`src/rtl/edge_event_monitor.sv`:
```
// edge_event_monitor: per-channel edge qualification feeding hit strobes, a shared toggle and saturating counters
module edge_event_monitor #(
  parameter int CHANNELS = 3,
  parameter int CNT_W = 8,
  parameter int TOT_W = 12
) (
  input  logic                      clock,
  input  logic                      reset,
  input  logic                      enable,
  input  logic                      clear,
  input  logic [CHANNELS-1:0]       ev_in,
  input  logic [2*CHANNELS-1:0]     mode,
  output logic                      toggle,
  output logic [CHANNELS-1:0]       hit,
  output logic [CHANNELS*CNT_W-1:0] count,
  output logic [CHANNELS-1:0]       sat,
  output logic [TOT_W-1:0]          total
);
  localparam int SW = TOT_W + 5;
  logic [CHANNELS-1:0] prev_q, prev_d, hit_q, hit_d, sat_q, sat_d, rise, fall, q;
  logic [CHANNELS*CNT_W-1:0] count_q, count_d;
  logic [TOT_W-1:0] total_q, total_d;
  logic [SW-1:0] sum;
  logic toggle_q, toggle_d;
  always_comb begin
    logic [CNT_W-1:0] cur;
    rise = ev_in & ~prev_q;
    fall = ~ev_in & prev_q;
    prev_d = ev_in;
    q = '0;
    count_d = count_q;
    sat_d = sat_q;
    sum = {{(SW-TOT_W){1'b0}}, total_q};
    for (int i = 0; i < CHANNELS; i++) begin
      q[i] = enable & ((mode[2*i +: 2] == 2'b01 & rise[i]) |
                       (mode[2*i +: 2] == 2'b10 & fall[i]) |
                       (mode[2*i +: 2] == 2'b11 & (rise[i] | fall[i])));
      sum = sum + SW'(q[i]);
      cur = count_q[i*CNT_W +: CNT_W];
      count_d[i*CNT_W +: CNT_W] = clear ? '0 : cur + CNT_W'(q[i] & ~&cur);
      sat_d[i] = ~clear & (sat_q[i] | &count_d[i*CNT_W +: CNT_W]);
    end
    hit_d = q;
    toggle_d = toggle_q ^ |q;
    total_d = clear ? '0 : (|sum[SW-1:TOT_W]) ? '1 : sum[TOT_W-1:0];
  end
  always_ff @(posedge clock) begin
    if (reset) begin
      prev_q   <= ev_in;
      hit_q    <= '0;
      sat_q    <= '0;
      count_q  <= '0;
      total_q  <= '0;
      toggle_q <= 1'b0;
    end else begin
      prev_q   <= prev_d;
      hit_q    <= hit_d;
      sat_q    <= sat_d;
      count_q  <= count_d;
      total_q  <= total_d;
      toggle_q <= toggle_d;
    end
  end
  assign toggle = toggle_q;
  assign hit = hit_q;
  assign count = count_q;
  assign sat = sat_q;
  assign total = total_q;
endmodule
```
`config.mk`:
```
export PLATFORM = sky130hd
export DESIGN_NAME = edge_event_monitor
export DESIGN_NICKNAME = d
export VERILOG_FILES = /design/src/rtl/edge_event_monitor.sv
export SDC_FILE = /design/constraint.sdc
export NUM_CORES = 1
export LEC_CHECK = 0
export ABC_AREA = 1
export CAP_MARGIN = 0
export CELL_PAD_IN_SITES_DETAIL_PLACEMENT = 1
export CELL_PAD_IN_SITES_GLOBAL_PLACEMENT = 1
export CORE_MARGIN = 4
export CORE_UTILIZATION = 32
export CTS_CLUSTER_DIAMETER = 30
export CTS_CLUSTER_SIZE = 16
export DETAILED_ROUTE_END_ITERATION = 8
export HOLD_SLACK_MARGIN = 0.06
export PLACE_DENSITY = 0.85
export SLEW_MARGIN = 0
export SYNTH_ARGS = -nofsm -noshare
export SYNTH_HDL_FRONTEND = slang
export SYNTH_SLANG_ARGS = --single-unit
```
`constraint.sdc`:
```
create_clock -name clock -period 2.65 [get_ports clock]
set_input_delay 0.53 -clock clock [delete_from_list [all_inputs] [get_ports clock]]
set_output_delay 0.53 -clock clock [all_outputs]
set_load 0.02 [all_outputs]
```
==> flow_summary.ini <==
[critical_path]
critical_path.slowest_cell = clkdlybuf4s50_1
reg2reg_depth = 12
cp.arrival_ns = 2.82
end_kind = register
cpPeakStageDelay_ns = 0.49
cp.required_ns = 2.86
cp-startpoint = mode[5]
endpoint = total[8]
worstSetupPathType = primary input to register
r2r_end = total[8]
r2r_slack_ns = 0.13
path_max_fanout = 5
crit_chain = clkdlybuf4s50_1, inv_1, nand2_2, nand3_2, inv_2, fa_2, ha_4, fa_2, nand3_4, nor2_4, xor2_1, o21ai_1, inv_1
critPathLaunchType = primary input
r2r_start = prev_q[2]

[place]
placed_cells_incl_taps = 512
port_buffers = 55
gp_congestion = 0.853
hpwl_mm = 5.70
dp_slack_ns = -0.681

[timing]
skew_ns = 0.0155
period_share_pct = 98.6
finalCriticalPeriod_ns = 2.61
fin_setup_tns_ns = 0
final-max-slew-violation-count = 0
whs_ns = 0.359
fmax_ghz = 0.383
relSlewSlack_pct = 72.2
setup_ws_ns = 0.0370
hold_violations = 0
setup_violations = 0
worst_pin_slew_ns = 0.416

[detailed_routing]
wl_mm = 7.43
drc = 0
via_count = 2515
vias_per_cell = 4.78
drtAntennaViolNets = 0
dr.pass1.iters = 4
wl_per_cell_um = 14.1
drtIter0Drc = 64

[cells_and_area]
drive_gt1_share_pct = 23.2
final_cells = 526
nNetsFinal = 455
layout_common_cells = nor2_1 (56), clkdlybuf4s50_1 (47), nand2_1 (46), dfxtp_1 (46), inv_1 (40)
syn2layout_area_growth_pct = 49.6
final_common_cell = nor2_1
diodes = 0

[grt]
grtUsageMet2_pct = 33.5
grt_max_degree = 27
grt_pass1_vias = 2635
met3_usage_pct = 3.51
grt_pass1_wl_mm = 12.5
grt_use_total_pct = 17.5
top_usage_layer = met2
grt.overflow.total = 0
grt_util_met1_pct = 19.6
antenna_found_initial = 0

[synth]
netlist-cell-type-count = 33
ys_seq_elements = 46
ys_warn_count = 0
syn_nets = 361
syn_inst = 332
seq_area_frac_synth_pct = 38.0
netlist_area_sq_mm = 0.00242
syn_area_per_cell_sq_um = 7.30

[run]
cap_violations = 0

[pwr]
seqPwrFrac_pct = 47.5
switchingPower_uw = 347
leakage_uw = 0.00152
p_int_uw = 1150
power.total_uw = 1490
peakVddDrop_mv = 0.202
switching_share_pct = 23.3
comb_power_share_pct = 9.6
power.density_mw_per_mm2 = 412
clkPwrFrac_pct = 42.9

[die]
num_io_pins = 56
die_y_um = 95.0
die_w_um = 95.0
num_rows = 31
start_util_pct = 33.2
dieArea_sq_mm = 0.00903
core_sq_mm = 0.00729

[clock_tree]
clk_pin_slew_worst_paths_ns = 0.09
cts_made_buffers = 5
clockBufferDepth = 2
clk_latency_ns = 0.31
htreeDepth = 2
cts_sinks = 46
clockRootBuffer = clkbuf_8
cts_tree = done

[hold_path]
min_path_type = primary input to register

[run_status]
status = finished clean
==> cell families after synthesis <==
family	Yosys count	synth area share, %
buf+inv	53	8.42
fa+ha+maj	16	8.88
xor+xnor	6	2.17
compound gates	29	7.80
flops	46	38.0
simple gates	182	34.7
==> through the flow <==
stage | utilization (%) | instance area (sq um)
after detailed placement | 45.6 | 3330
final | 49.7 | 3620
after global routing | 49.7 | 3620
after global placement | 45.6 | 3330
after floorplan | - | 2440
after CTS | 48.4 | 3530
==> cells in the mapped netlist <==
cell type	number	area share, %
nand2_2	6	1.5
o21bai_2	1	0.46
dfxtp_1	46	38
ha_1	14	7.2
a21oi_2	1	0.36
fa_1	2	1.7
nand3b_1	1	0.31
nor2_2	7	1.8
a21o_1	2	0.62
a21oi_1	10	2.1
buf_2	1	0.21
buf_1	1	0.15
o21ai_2	1	0.36
nand4_1	5	1.3
inv_2	4	0.62
nor2_4	2	0.93
nand3_1	44	9.1
nor3_2	2	0.83
clkbuf_1	2	0.31
o21a_1	2	0.62
xor2_1	4	1.4
o21ai_0	3	0.62
nand2_1	49	7.6
a41oi_1	2	0.72
xnor2_1	2	0.72
nand3_2	1	0.41
o21ai_1	2	0.41
buf_4	1	0.31
nor3_1	5	1.0
nor2_1	59	9.1
o21bai_1	5	1.5
nand3_4	1	0.72
inv_1	44	6.8
==> layer usage <==
metal | routed length [um] | part of all wire [%]
met1 | 3030 | 41
met2 | 4040 | 54
met5 | 0 | 0
met4 | 80 | 1.1
met3 | 284 | 3.8
==> critical path: cells and delay by family <==
family,cells,cell delay (ns)
AOI/OAI and AO/OA,1,0.13
xor gates and xnor gates,1,0.15
adders and majority gates,3,1.03
buffers and inverters,4,0.65
and+or+nand+nor,4,0.33
==> state kept, by name (all words and copies together), names as in the netlist <==
signal / cells
hit: 3
sat: 3
total: 12
count: 24
toggle: 1
prev_q: 3
==> area by class of cell <==
| cell class | count | area (sq um) |
|---|---|---|
| tap | 99 | 124 |
| sequential | 46 | 921 |
| multi-input combinational | 233 | 1430 |
| fill | 913 | 3670 |
| clock inverter | 3 | 68.8 |
| clock buffer | 5 | 68.8 |
| inverter | 48 | 180 |
| timing repair buffer | 92 | 837 |
==> power by group through the flow <==
stage / Combinational, uW / Clock, uW / Sequential [uW]
4_1_cts: 135 / 655 / 709
3_3_place_gp: 124 / 0 / 724
5_1_grt: 159 / 692 / 710
3_5_place_dp: 131 / 0 / 725
2_1_floorplan: 54.3 / 0 / 732
6_report: 143 / 640 / 709
==> worst min-delay path by stage <==
stage,startpoint,to,slack [ns],cells after the start
after CTS,toggle,toggle,0.47,1
final,ev_in[2],prev_q[2],0.36,1
after floorplan,sat[0],sat[0],0.53,2
after global placement,sat[0],sat[0],0.45,2
after detailed placement,toggle,toggle,0.46,1
after global routing,ev_in[2],prev_q[2],0.36,1
==> timing repair <==
item,CTS,global route
buffers inserted,3,3
endpoints found under the setup margin,16,17
hold buffers,0,0
resized for setup,14,26
hold endpoints to repair,0,0
pin swaps,11,20
Note: power is estimated with default switching activity, not from simulation.
